===== src/rtl/hs_table_updater.sv =====
`default_nettype none
// ============================================================================
// Module   : hs_table_updater
// Purpose  : Inserts a finished game's score into the three-entry high-score
//            RAM. It reads the stored scores, ranks the new score with an
//            unsigned strict compare (ties rank below), and rewrites the
//            table in descending order. It then pulses done_wr so the RAM
//            flushes its contents.
// Revision : 1.0  initial release
// ============================================================================
module hs_table_updater (
  input  logic        clk,
  input  logic        rst_n,
  input  logic        start,
  input  logic [31:0] score,
  input  logic [31:0] ram_q,
  output logic        ram_cs,
  output logic        ram_we,
  output logic [1:0]  ram_addr,
  output logic [31:0] ram_d,
  output logic        done_wr,
  output logic        done,
  output logic        busy,
  output logic [1:0]  rank
);

  typedef enum logic [3:0] {
    S_IDLE = 4'd0,
    S_RD0  = 4'd1,
    S_RD1  = 4'd2,
    S_RD2  = 4'd3,
    S_CMP  = 4'd4,
    S_WR0  = 4'd5,
    S_WR1  = 4'd6,
    S_WR2  = 4'd7,
    S_FIN  = 4'd8
  } state_t;

  localparam logic [1:0] c_NOT_PLACED = 2'd3;

  state_t      r_state;
  logic [31:0] r_new_s;
  logic [31:0] r_hs0;
  logic [31:0] r_hs1;
  logic [31:0] r_hs2;
  // Insertion position of the current request; doubles as the reported rank.
  logic [1:0]  r_rank;
  logic [1:0]  w_pos;

  // First table entry the new score strictly beats; equal scores stay below.
  always_comb begin
    if (r_new_s > r_hs0)      w_pos = 2'd0;
    else if (r_new_s > r_hs1) w_pos = 2'd1;
    else if (r_new_s > r_hs2) w_pos = 2'd2;
    else                      w_pos = c_NOT_PLACED;
  end

  // Sequencer: latch request, read the table, rank, rewrite, finish.
  always_ff @(posedge clk or negedge rst_n) begin
    if (!rst_n) begin
      r_state <= S_IDLE;
      r_new_s <= 32'd0;
      r_hs0   <= 32'd0;
      r_hs1   <= 32'd0;
      r_hs2   <= 32'd0;
      r_rank  <= c_NOT_PLACED;
    end else begin
      case (r_state)
        S_IDLE: begin
          if (start) begin
            r_new_s <= score;
            r_state <= S_RD0;
          end
        end
        S_RD0: begin
          r_hs0   <= ram_q;
          r_state <= S_RD1;
        end
        S_RD1: begin
          r_hs1   <= ram_q;
          r_state <= S_RD2;
        end
        S_RD2: begin
          r_hs2   <= ram_q;
          r_state <= S_CMP;
        end
        S_CMP: begin
          r_rank  <= w_pos;
          r_state <= (w_pos == c_NOT_PLACED) ? S_FIN : S_WR0;
        end
        S_WR0:   r_state <= S_WR1;
        S_WR1:   r_state <= S_WR2;
        S_WR2:   r_state <= S_FIN;
        S_FIN:   r_state <= S_IDLE;
        default: r_state <= S_IDLE;
      endcase
    end
  end

  // RAM port decode from the registered state; entries above the insertion
  // point are kept, the new score goes in at it, lower entries shift down.
  always_comb begin
    ram_cs   = 1'b0;
    ram_we   = 1'b0;
    ram_addr = 2'd0;
    ram_d    = 32'd0;
    case (r_state)
      S_RD0: begin
        ram_cs   = 1'b1;
        ram_addr = 2'd0;
      end
      S_RD1: begin
        ram_cs   = 1'b1;
        ram_addr = 2'd1;
      end
      S_RD2: begin
        ram_cs   = 1'b1;
        ram_addr = 2'd2;
      end
      S_WR0: begin
        ram_cs   = 1'b1;
        ram_we   = 1'b1;
        ram_addr = 2'd0;
        ram_d    = (r_rank == 2'd0) ? r_new_s : r_hs0;
      end
      S_WR1: begin
        ram_cs   = 1'b1;
        ram_we   = 1'b1;
        ram_addr = 2'd1;
        if (r_rank > 2'd1)       ram_d = r_hs1;
        else if (r_rank == 2'd1) ram_d = r_new_s;
        else                     ram_d = r_hs0;
      end
      S_WR2: begin
        ram_cs   = 1'b1;
        ram_we   = 1'b1;
        ram_addr = 2'd2;
        if (r_rank == 2'd2) ram_d = r_new_s;
        else                ram_d = r_hs1;
      end
      default: begin
        ram_cs   = 1'b0;
        ram_we   = 1'b0;
        ram_addr = 2'd0;
        ram_d    = 32'd0;
      end
    endcase
  end

  // Status decode; done_wr only when the write phase ran (score placed).
  always_comb begin
    busy    = (r_state != S_IDLE);
    done    = (r_state == S_FIN);
    done_wr = (r_state == S_FIN) && (r_rank != c_NOT_PLACED);
    rank    = r_rank;
  end

endmodule
`default_nettype wire


===== config.mk =====
export PLATFORM = sky130hd
export DESIGN_NAME = hs_table_updater
export DESIGN_NICKNAME = d
export VERILOG_FILES = /design/src/rtl/hs_table_updater.sv
export SDC_FILE = /design/constraint.sdc
export NUM_CORES = 1
export LEC_CHECK = 0
export BUFFER_PORTS_ARGS = -buffer_cell sky130_fd_sc_hd__buf_2
export CORE_ASPECT_RATIO = 1.75
export CORE_MARGIN = 3
export CORE_UTILIZATION = 60
export DETAILED_ROUTE_END_ITERATION = 12
export PLACE_DENSITY = 0.82
export SYNTH_ARGS = -nofsm -noshare
export SYNTH_HDL_FRONTEND = slang
export SYNTH_SLANG_ARGS = --single-unit

===== constraint.sdc =====
create_clock -name clk -period 3.3 [get_ports clk]
set_clock_uncertainty 0.1 [all_clocks]
set_input_delay 0.495 -clock clk [delete_from_list [all_inputs] [get_ports clk]]
set_output_delay 0.495 -clock clk [all_outputs]
set_load 0.1 [all_outputs]

==> impl_metrics.ini <==
[yosys]
syn_area_um2 = 9060
ys_seq_area_share_pct = 37.0
synthTopCellsByArea = dfrtp_1 (36%), ha_1 (13%), nand2_1 (7.7%)
yosys_warnings = 0
yosys-top-cells-count = nand2_1 (185), o21ai_0 (137), dfrtp_1 (132)
synth-edff-count = 0
syn_avg_cell_area_um2 = 8.68
ys_seq_elements = 134
ys.flop_type = dfrtp_1
syn_inst = 1043
netlist.area_leader.share_pct = 36.5
yosysMostFrequentCell = nand2_1
synthArstFlopShare_pct = 100
syn_nets = 1206
ys_types = 51
yosysTopAreaCell = dfrtp_1

[cts]
postCtsSetupRepairBufs = 0
clock_path_buffers = 2
cts-root-buf = clkbuf_16
cts_resized = 0
cts_tree = built
clkSlewWorstSetupHoldPaths_ns = 0.06
cts_num_sinks = 134
cts-buffers-inserted = 17
htreeDepth = 4
ctsHoldBuffers = 1
clock_latency_ns = 0.42

[worst_setup_path]
cp.arrival_ns = 2.55
critPathSlowestCell = dfstp_2
critical_path.cell_chain = nor2b_4 > buf_4 > nor2_1 > a21oi_1 > o221ai_4 > buf_12
startpoint_type = flop
endpoint_kind = output port
critPathRequiredTime_ns = 2.70
critical-path-max-stage-delay_ns = 0.58
r2r_cells = 8
cp_top_family = buffers and inverters
cp.depth = 6
cp_max_fo = 44
path_class = flop to output port
critPathBufInv = 2

[detailed_routing]
ant_nets = 0
drc = 0
via_per_inst = 6.46
drt_pass1_iterations = 6
drtIter0Drc = 709
routedWlPerCell_um = 21.3
wl_um = 28400
num_vias = 8613

[sta]
fin_crit_sh_pct = 95.4
worst_pin_slew_ns = 1.13
rsz0062_at_grt = false
hold_violations = 0
setup_viol = 0
max_clock_freq_ghz = 0.317
maxSlewViolCount = 0
fin_tns_setup_ns = 0
slew_headroom_pct = 24.3
min_period_ns = 3.15

[min_path]
whs_path_depth = 2
min_path_type = input pin to flop

[global_route]
antenna_found_initial = 0
overflow = 0
grt_use_total_pct = 34.8
grt_max_degree = 61
grt_first_pass_wirelength_um = 45900
grt_pass1_vias = 9156

[place]
dpl.hpwl_um = 19300
io_buffers = 107
place.gp.congestion = 0.901

[cells_and_area]
finalNetCount = 1303
diodes = 0
layout-drive-gt1-share_pct = 22.2
syn_to_final_growth_pct = 27.2

[floorplan]
core_um2 = 14600
rows = 58
ios = 108
dieArea_um2 = 16700
die_w_um = 98.9
start_util_pct = 62.1
fp.dieH_um = 169

[run]
drv_cap = 0

[status]
status = complete, no violations
[path summary, 6_finish.rpt]
path / end / slack [ns] / startpoint
worst max-delay path: ram_d[15] / 0.15 / rank[1]
worst max register to register: r_state[2] / 0.47 / r_new_s[22]
max in group asynchronous: r_new_s[28] / 1.77 / rst_n
worst min register to register: r_hs2[10] / 0.44 / r_hs2[10]
min in group asynchronous: r_new_s[22] / 0.51 / rst_n
worst min-delay path: r_new_s[2] / 0.20 / score[2]
[worst reg2reg max path: cells and delay by family, from the launching register on]
family,cells,cell delay [ns]
flops,1,0.47
fa+ha+maj,1,0.38
simple gates,5,1.35
compound gates,2,0.41
[area by class of cell]
class                      instances  area, um^2
timing repair buffer             133        1260
sequential                       134        3360
inverter                          97         364
fill                             899        3070
clock inverter                    14         173
clock buffer                      18         439
tap                              180         225
multi-input combinational        757        5700
[flip-flops by register name (all words and copies together), names as in the netlist]
name,flops
r_hs2,32
r_new_s,32
r_hs0,32
rank,2
r_hs1,32
r_state,4
[cells in the final DEF (no fill, tap or decap), types with 3 or more instances in the layout]
master,synthesis,final
dfrtp_1,132,132
inv_6,0,3
o211ai_1,3,3
nand4_1,18,18
mux2_2,36,36
mux2i_1,65,65
clkinv_4,0,3
o21ai_0,137,137
buf_2,2,74
o221ai_2,0,3
inv_1,97,97
a221oi_1,8,8
o221ai_4,0,29
a221o_1,3,3
clkbuf_16,0,17
ha_1,96,96
nor2b_1,6,5
bufinv_16,0,3
nor3_1,6,4
buf_4,1,22
nand3_1,14,11
nand2_1,185,185
clkinv_2,0,3
a21o_1,4,4
buf_12,0,35
nor2_1,45,43
a21oi_1,64,64
[per-layer routing]
layer	vias up	global-route usage [%]	share of wire (%)
li1	3877	-	-
met1	4088	37.0	34
met2	478	61.9	52
met3	170	5.32	6.3
met4	0	24.3	7.5
met5	-	0	0
[logic make-up (layout without fill, tap and decap cells)]
logic type | count (synthesis) | count (layout) | share of synthesized area [%]
AND/OR/NAND/NOR | 297 | 297 | 14.4
buffers and inverters | 152 | 262 | 6.67
AO/OA/AOI/OAI | 263 | 263 | 16.9
multiplexers | 101 | 101 | 11.7
adder cells (fa/ha/maj) | 96 | 96 | 13.3
flip-flops | 134 | 134 | 37.0
[metrics by stage]
step | setup WS, ns | util, % | area (um^2) | std cells | hold slack (ns)
3_3_place_gp | 0.658 | 74.7 | 10900 | 1300 | 0.402
6_report | 0.150 | 79.0 | 11500 | 1333 | 0.200
2_1_floorplan | -0.500 | - | 9600 | 1043 | 0.0994
4_1_cts | 0.156 | 79.0 | 11500 | 1333 | 0.198
5_1_grt | 0.0865 | 79.0 | 11500 | 1333 | 0.196
3_5_place_dp | 0.585 | 74.7 | 10900 | 1300 | 0.408
Power is left out: the tool's default activity adds up to more than one toggle a clock period on the data nets, which glitch-free logic cannot reach.
